--- src/rtl/bus_wb_pkg.sv ---
// bus_wb_pkg: shared types and widths for the posted-write buffer.
//   ADDR_W / DATA_W : CPU/MemoryUnit bus widths
//   wb_state_e      : drain FSM states
//   wb_entry_t      : one buffered write {address, data}
package bus_wb_pkg;

  localparam int unsigned ADDR_W = 27;
  localparam int unsigned DATA_W = 32;

  typedef enum logic [2:0] {
    IDLE,
    DRAIN_ISSUE,
    DRAIN_WAIT,
    READ_ISSUE,
    READ_WAIT
  } wb_state_e;

  typedef struct packed {
    logic [ADDR_W-1:0] address;
    logic [DATA_W-1:0] data;
  } wb_entry_t;

endpackage

--- src/rtl/wb_fifo.sv ---
// wb_fifo: in-order circular buffer of pending writes.
// Ports:
//   clk, reset         : clock, synchronous active-high reset (drops all entries)
//   push, push_entry   : write an entry at the tail
//   pop                : retire the head entry
//   head               : current head entry
//   full, empty, count : occupancy, from registered state only
// Optional (macro WB_READ_FORWARD_EN):
//   lookup_addr        : address to search for
//   lookup_hit/data    : youngest valid entry matching lookup_addr
module wb_fifo
  import bus_wb_pkg::*;
#(
  parameter int unsigned DEPTH = 4
) (
  input  logic                     clk,
  input  logic                     reset,
  input  logic                     push,
  input  wb_entry_t                push_entry,
  input  logic                     pop,
  output wb_entry_t                head,
  output logic                     full,
  output logic                     empty,
  output logic [$clog2(DEPTH):0]   count
`ifdef WB_READ_FORWARD_EN
  ,
  input  logic [ADDR_W-1:0]        lookup_addr,
  output logic                     lookup_hit,
  output logic [DATA_W-1:0]        lookup_data
`endif
);

  localparam int unsigned PW = $clog2(DEPTH);

  wb_entry_t     mem_q [DEPTH];
  wb_entry_t     mem_d [DEPTH];
  logic [PW-1:0] wr_ptr_q, wr_ptr_d;
  logic [PW-1:0] rd_ptr_q, rd_ptr_d;
  logic [PW:0]   count_q, count_d;

  // Pointers are exactly log2(DEPTH) bits, so they wrap modulo DEPTH for free.
  always_comb begin
    mem_d    = mem_q;
    wr_ptr_d = wr_ptr_q;
    rd_ptr_d = rd_ptr_q;
    count_d  = count_q;
    if (push) begin
      mem_d[wr_ptr_q] = push_entry;
      wr_ptr_d        = wr_ptr_q + 1'b1;
    end
    if (pop) begin
      rd_ptr_d = rd_ptr_q + 1'b1;
    end
    case ({push, pop})
      2'b10:   count_d = count_q + 1'b1;
      2'b01:   count_d = count_q - 1'b1;
      default: count_d = count_q;
    endcase
  end

  always_ff @(posedge clk) begin
    mem_q <= mem_d;
    if (reset) begin
      wr_ptr_q <= '0;
      rd_ptr_q <= '0;
      count_q  <= '0;
    end else begin
      wr_ptr_q <= wr_ptr_d;
      rd_ptr_q <= rd_ptr_d;
      count_q  <= count_d;
    end
  end

  assign head  = mem_q[rd_ptr_q];
  assign count = count_q;
  assign empty = (count_q == '0);
  assign full  = (count_q == (PW+1)'(DEPTH));

`ifdef WB_READ_FORWARD_EN
  logic [PW-1:0] idx;

  // Walk oldest to youngest so the last hit wins.
  always_comb begin
    lookup_hit  = 1'b0;
    lookup_data = '0;
    idx         = '0;
    for (int unsigned i = 0; i < DEPTH; i++) begin
      idx = rd_ptr_q + PW'(i);
      if (((PW+1)'(i) < count_q) && (mem_q[idx].address == lookup_addr)) begin
        lookup_hit  = 1'b1;
        lookup_data = mem_q[idx].data;
      end
    end
  end
`endif

endmodule

--- src/rtl/bus_write_buffer.sv ---
// bus_write_buffer: posted-write buffer between CPU and MemoryUnit.
// Writes are acknowledged after one busy cycle and drained in order in the
// background; reads wait for the buffer to drain, then go to the MemoryUnit.
// Ports:
//   clk, reset                         : clock, synchronous active-high reset
//   cpu_address/data/we/start          : CPU request (start is a 1-cycle pulse)
//   cpu_busy, cpu_q                    : CPU handshake and registered read data
//   mu_address/data/we/start           : MemoryUnit request (registered)
//   mu_busy, mu_q                      : MemoryUnit response
//   wb_empty                           : nothing buffered, no access in flight
// Optional (macro WB_READ_FORWARD_EN): reads below IO_BASE that hit a buffered
// write return the youngest matching data without a MemoryUnit access.
module bus_write_buffer
  import bus_wb_pkg::*;
#(
  parameter int unsigned  DEPTH   = 4,
  parameter logic [26:0]  IO_BASE = 27'h7000000
) (
  input  logic        clk,
  input  logic        reset,
  input  logic [26:0] cpu_address,
  input  logic [31:0] cpu_data,
  input  logic        cpu_we,
  input  logic        cpu_start,
  output logic        cpu_busy,
  output logic [31:0] cpu_q,
  output logic [26:0] mu_address,
  output logic [31:0] mu_data,
  output logic        mu_we,
  output logic        mu_start,
  input  logic        mu_busy,
  input  logic [31:0] mu_q,
  output logic        wb_empty
);

  wb_state_e   state_q, state_d;
  logic        cpu_busy_q, cpu_busy_d;
  logic [31:0] cpu_q_q, cpu_q_d;
  logic        mu_start_q, mu_start_d;
  logic        mu_we_q, mu_we_d;
  logic [26:0] mu_address_q, mu_address_d;
  logic [31:0] mu_data_q, mu_data_d;
  logic        mu_busy_q;
  logic        wr_pend_q, wr_pend_d;
  wb_entry_t   wr_entry_q, wr_entry_d;
  logic        rd_pend_q, rd_pend_d;
  logic [26:0] rd_addr_q, rd_addr_d;

  logic                   fifo_push, fifo_pop, fifo_full, fifo_empty;
  wb_entry_t              fifo_push_entry, fifo_head;
  logic [$clog2(DEPTH):0] fifo_count;
  logic                   accept, mu_fall;

`ifdef WB_READ_FORWARD_EN
  logic        fwd_hit;
  logic [31:0] fwd_data;
`endif

  wb_fifo #(.DEPTH(DEPTH)) u_fifo (
    .clk        (clk),
    .reset      (reset),
    .push       (fifo_push),
    .push_entry (fifo_push_entry),
    .pop        (fifo_pop),
    .head       (fifo_head),
    .full       (fifo_full),
    .empty      (fifo_empty),
    .count      (fifo_count)
`ifdef WB_READ_FORWARD_EN
    ,
    .lookup_addr(cpu_address),
    .lookup_hit (fwd_hit),
    .lookup_data(fwd_data)
`endif
  );

  assign accept  = cpu_start && !cpu_busy_q;
  assign mu_fall = mu_busy_q && !mu_busy;

  always_comb begin
    state_d         = state_q;
    cpu_q_d         = cpu_q_q;
    mu_start_d      = 1'b0;
    mu_we_d         = mu_we_q;
    mu_address_d    = mu_address_q;
    mu_data_d       = mu_data_q;
    wr_pend_d       = wr_pend_q;
    wr_entry_d      = wr_entry_q;
    rd_pend_d       = rd_pend_q;
    rd_addr_d       = rd_addr_q;
    fifo_push       = 1'b0;
    fifo_push_entry = wr_entry_q;
    fifo_pop        = 1'b0;

    // A stalled write retries against the registered count only.
    if (wr_pend_q && !fifo_full) begin
      fifo_push = 1'b1;
      wr_pend_d = 1'b0;
    end

    if (accept) begin
      if (cpu_we) begin
        if (!fifo_full) begin
          fifo_push       = 1'b1;
          fifo_push_entry = '{address: cpu_address, data: cpu_data};
        end else begin
          wr_pend_d  = 1'b1;
          wr_entry_d = '{address: cpu_address, data: cpu_data};
        end
      end else begin
`ifdef WB_READ_FORWARD_EN
        if ((cpu_address < IO_BASE) && fwd_hit) begin
          cpu_q_d = fwd_data;
        end else begin
          rd_pend_d = 1'b1;
          rd_addr_d = cpu_address;
        end
`else
        rd_pend_d = 1'b1;
        rd_addr_d = cpu_address;
`endif
      end
    end

    // Drain takes priority: a pending read only issues once the FIFO is empty.
    case (state_q)
      IDLE: begin
        if (!fifo_empty) begin
          state_d      = DRAIN_ISSUE;
          mu_start_d   = 1'b1;
          mu_we_d      = 1'b1;
          mu_address_d = fifo_head.address;
          mu_data_d    = fifo_head.data;
        end else if (rd_pend_q) begin
          state_d      = READ_ISSUE;
          mu_start_d   = 1'b1;
          mu_we_d      = 1'b0;
          mu_address_d = rd_addr_q;
        end
      end
      DRAIN_ISSUE: state_d = DRAIN_WAIT;
      DRAIN_WAIT: begin
        if (mu_fall) begin
          fifo_pop = 1'b1;
          state_d  = IDLE;
        end
      end
      READ_ISSUE: state_d = READ_WAIT;
      READ_WAIT: begin
        if (mu_fall) begin
          cpu_q_d   = mu_q;
          rd_pend_d = 1'b0;
          state_d   = IDLE;
        end
      end
      default: state_d = IDLE;
    endcase

    // Busy covers the accept cycle plus any request still waiting.
    cpu_busy_d = accept || wr_pend_d || rd_pend_d;
  end

  always_ff @(posedge clk) begin
    if (reset) begin
      state_q      <= IDLE;
      cpu_busy_q   <= 1'b0;
      cpu_q_q      <= '0;
      mu_start_q   <= 1'b0;
      mu_we_q      <= 1'b0;
      mu_address_q <= '0;
      mu_data_q    <= '0;
      mu_busy_q    <= 1'b0;
      wr_pend_q    <= 1'b0;
      wr_entry_q   <= '0;
      rd_pend_q    <= 1'b0;
      rd_addr_q    <= '0;
    end else begin
      state_q      <= state_d;
      cpu_busy_q   <= cpu_busy_d;
      cpu_q_q      <= cpu_q_d;
      mu_start_q   <= mu_start_d;
      mu_we_q      <= mu_we_d;
      mu_address_q <= mu_address_d;
      mu_data_q    <= mu_data_d;
      mu_busy_q    <= mu_busy;
      wr_pend_q    <= wr_pend_d;
      wr_entry_q   <= wr_entry_d;
      rd_pend_q    <= rd_pend_d;
      rd_addr_q    <= rd_addr_d;
    end
  end

  assign cpu_busy   = cpu_busy_q;
  assign cpu_q      = cpu_q_q;
  assign mu_start   = mu_start_q;
  assign mu_we      = mu_we_q;
  assign mu_address = mu_address_q;
  assign mu_data    = mu_data_q;
  assign wb_empty   = (fifo_count == '0) && (state_q == IDLE);

endmodule

--- config.mk ---
export PLATFORM = sky130hd
export DESIGN_NAME = bus_write_buffer
export DESIGN_NICKNAME = d
export VERILOG_FILES = /design/src/rtl/bus_wb_pkg.sv /design/src/rtl/wb_fifo.sv /design/src/rtl/bus_write_buffer.sv
export SDC_FILE = /design/constraint.sdc
export NUM_CORES = 1
export LEC_CHECK = 0
export ABC_AREA = 0
export CAP_MARGIN = 20
export CORE_MARGIN = 1.5
export CORE_UTILIZATION = 60
export CTS_BUF_LIST = sky130_fd_sc_hd__clkbuf_2
export DETAILED_ROUTE_END_ITERATION = 6
export MAX_ROUTING_LAYER = met4
export PLACE_DENSITY = 0.89
export SLEW_MARGIN = 0
export SYNTH_ARGS = -nofsm -noshare
export SYNTH_HDL_FRONTEND = slang
export SYNTH_SLANG_ARGS = --single-unit
--- constraint.sdc ---
create_clock -name clk -period 10 [get_ports clk]
set_input_delay 3 -clock clk [delete_from_list [all_inputs] [get_ports clk]]
set_output_delay 3 -clock clk [all_outputs]
set_load 0.05 [all_outputs]
==> impl_results.md <==
* Worst flop-to-flop path endpoint: u_fifo.count[2]
* Total CTS buffers at 99
* Hold Path Origin: rd_addr_q[14]
* Mean Syn Cell Area at 13.42 µm²
* Crit path max-delay family: buffers and inverters
* Pwr/cell area at 183.3 nW/µm²
* Yosys Warn Count at 0
* Global-route wire length before repair at 62600 µm
* Drt first pass iters at 7
* Share of layout cells above drive strength 1 at 0.2057
* Slew Viols, Final at 0
* Tightest Hold Check Type: flop to flop
* Initial antenna violation count at 2
* FP Rows at 60
* Cell count after synthesis at 1231
* Post-synth top cells: 236 x edfxtp_1, 193 x dfxtp_1, 156 x a21oi_1
* Reg2Reg Depth at 10
* CP peak stage delay at 0.84 ns
* Synth cell types at 41
* Multi-input logic area at 5155 µm²
* CP Class: flop to output pin
* Register area at ~11000 µm²
* Synthesized flop and latch total at between 400 and 500
* RR Startpoint: u_fifo.count[2]
* Vias at 11660
* Fin. Hold Viols at 0
* Max Buffers Root-to-Sink at 3
* Post-route ant nets at 0
* Root buf cell: clkbuf_2
* CTS tree: built
* Leakage Power at around 6.5 nW
* Register area share after synthesis at 0.6629
* Worst EP arrival at 2.82 ns
* DP HPWL at 22820 µm
* Most used DFF post-synth: edfxtp_1
* H-tree levels at 3
* Largest net degree at the start of global routing at 102
* Number of global-route vias before repair at roughly 12000
* Non-Filler Instances at 1860
* Post-CTS setup buffers at 0
* # setup viols final at 0
* Post-CTS resize count at 0
* Worst-Margin Slew at 1.116 ns
* CP cell instances: or3_1 > nor2_1 > clkdlybuf4s50_1
* Initial Util at 0.6129
* Final #Nets at 1534
* Wire length per cell at 21.82 µm
* Minimum clock period at about 5.8 ns
* Placer congestion estimate at 0.7555
* Fmax achieved at 0.1718 GHz
* Worst path buffer plus inverter count at 1
* Gr usage total at 0.2937
* Register-to-register setup slack at 6.81 ns
* Crit path capture type: output pin
* Failing checks: DRC
* Most common cell in the netlist: edfxtp_1
* Clock skew at 0.06775 ns
* Clock sinks at 429
* Fraction of synthesis flops using an asynchronous set or reset pin at 0
* Crit-path slowest cell: clkdlybuf4s50_1
* Max-slew headroom at 0.2546
* Crit share post-route at 0.5820
* Die ar. at 28540 µm²
* Outcome: complete, but fails checks
* Hold Path Cell Cnt at 2
* RSZ-0062 raised after global routing: false
* Max IR drop VDD at 0.08547 mV
* Vias per cell at 6.270
* Initial DRC count at 1029
* Largest cells by area after synthesis: edfxtp_1 43%, dfxtp_1 23%, mux4_2 8.0%
* Crit path required time at 7.00 ns
* Setup crit start kind: flop
* Synth area leader: edfxtp_1
* Max_cap viols at 0
* Net Count, Synth at ~1300
* DRC violations left at 1
* Synth top area share at 0.4290
* Reg clk slew, reported paths at ~0.10 ns
* Mapped Area at between 15000 and 20000 µm²
* Inst Count DP at roughly 1700
* Hold EP: rd_addr_q[14]
* EDFF count, synth at 236
* Synth-to-Final Area Change at 18.42%
* I/O pins at 191
* # hold bufs at CTS at 0
* Number of filler cells placed in the layout at 1628
* Crit-path max FO at 11
* Core box area at 26950 µm²
* Die width at 168.9 µm
* WL final at 40590 µm
* Setup TNS at 0 ns
* Total grt overflow at 0
* Clock Latency Late Sink at 0.96 ns
* I/O Buffers at 190
* Vert. Die Dim at 168.9 µm
placed cells by master (no fill, tap or decap), drive strengths merged, types with 2 or more instances in the layout:
cell and count:
edfxtp 236, dfxtp 193, clkdlybuf4s50 189, a21oi 156, clkbuf 154, nand2 110
o21ai 94, nand3 91, mux2 61, mux4 59, a22o 32, a311oi 27
clkinv 27, buf 18, inv 12, nor2 9, nor2b 6, ha 5
nand2b 4, and2 4, nor3 4, nor3b 3, or3 3, or3b 3
diode 2, nand3b 2, xor2 2, or4 2, clkinvlp 2
flip-flops by register name, indices dropped and copies added (netlist names):
name,flops
wr_entry_q,59
rd_pend_q,1
mu_start,1
u_fifo.rd_ptr_q,2
cpu_busy,1
mu_we,1
cpu_q,32
wr_pend_q,1
mu_address,27
mu_busy_q,1
mu_data,32
u_fifo.wr_ptr_q,2
u_fifo.mem_q,236
state_q,3
rd_addr_q,27
u_fifo.count,3
power breakdown:
group	internal, mW	total, mW	switching [mW]
Combinational	0.181	0.518	0.337
Sequential	1.92	1.96	0.0424
Clock	0.419	1.11	0.687
routing by layer:
layer | vias up | GRT usage | routed length, µm
li1 | 5119 | - | -
met1 | 5667 | 0.3523 | 14880
met2 | 759 | 0.4828 | 20350
met3 | 117 | 0.05611 | 3948
met4 | 0 | 0.1401 | 1415
met5 | - | - | 0
worst max-delay path by stage:
stage,startpoint,to,slack [ns],depth (start not counted)
6_report,state_q[0],wb_empty,4.18,3
4_1_cts,state_q[0],wb_empty,4.10,3
5_1_grt,state_q[0],wb_empty,4.05,3
2_1_floorplan,cpu_we,u_fifo.mem_q[0],4.55,3
3_5_place_dp,cpu_we,u_fifo.count[2],4.01,11
3_3_place_gp,cpu_we,u_fifo.count[2],4.08,11
through the flow:
step                hold slack, ns  instance area (µm²)    util  setup WS [ns]  total power [mW]
global route                0.4826                19560  0.7258          4.052             3.720
global placement            0.4416                18580  0.6895          4.081             2.492
finish                      0.4639                19560  0.7258          4.180             3.586
CTS                         0.4621                19540  0.7251          4.101             3.596
detailed placement          0.4481                18610  0.6906          4.006             2.509
floorplan                   0.4366                16520       -          4.550             2.308
area by class of cell:
class,instances,area share
repair buffers,207,0.1050
inverters,9,0.001727
multi-input cells,686,0.2635
clock inverters,32,0.008123
diodes,2,0.0002559
clock buffers,154,0.03940
flip-flops and latches,429,0.5602
well taps,341,0.02181
cell families after synthesis:
logic type | share of synthesized area
mux | 0.1226
fa+ha+maj | 0.004999
xor+xnor | 0.001061
flops | 0.6629
compound gates | 0.1090
buf+inv | 0.02901
simple gates | 0.07037
worst min-delay path, stage by stage (launching register included):
cell and delay (ns):
dfxtp_1 0.32, nand2_1 0.05, a21oi_1 0.05
Note: power is estimated with default switching activity, not from simulation.
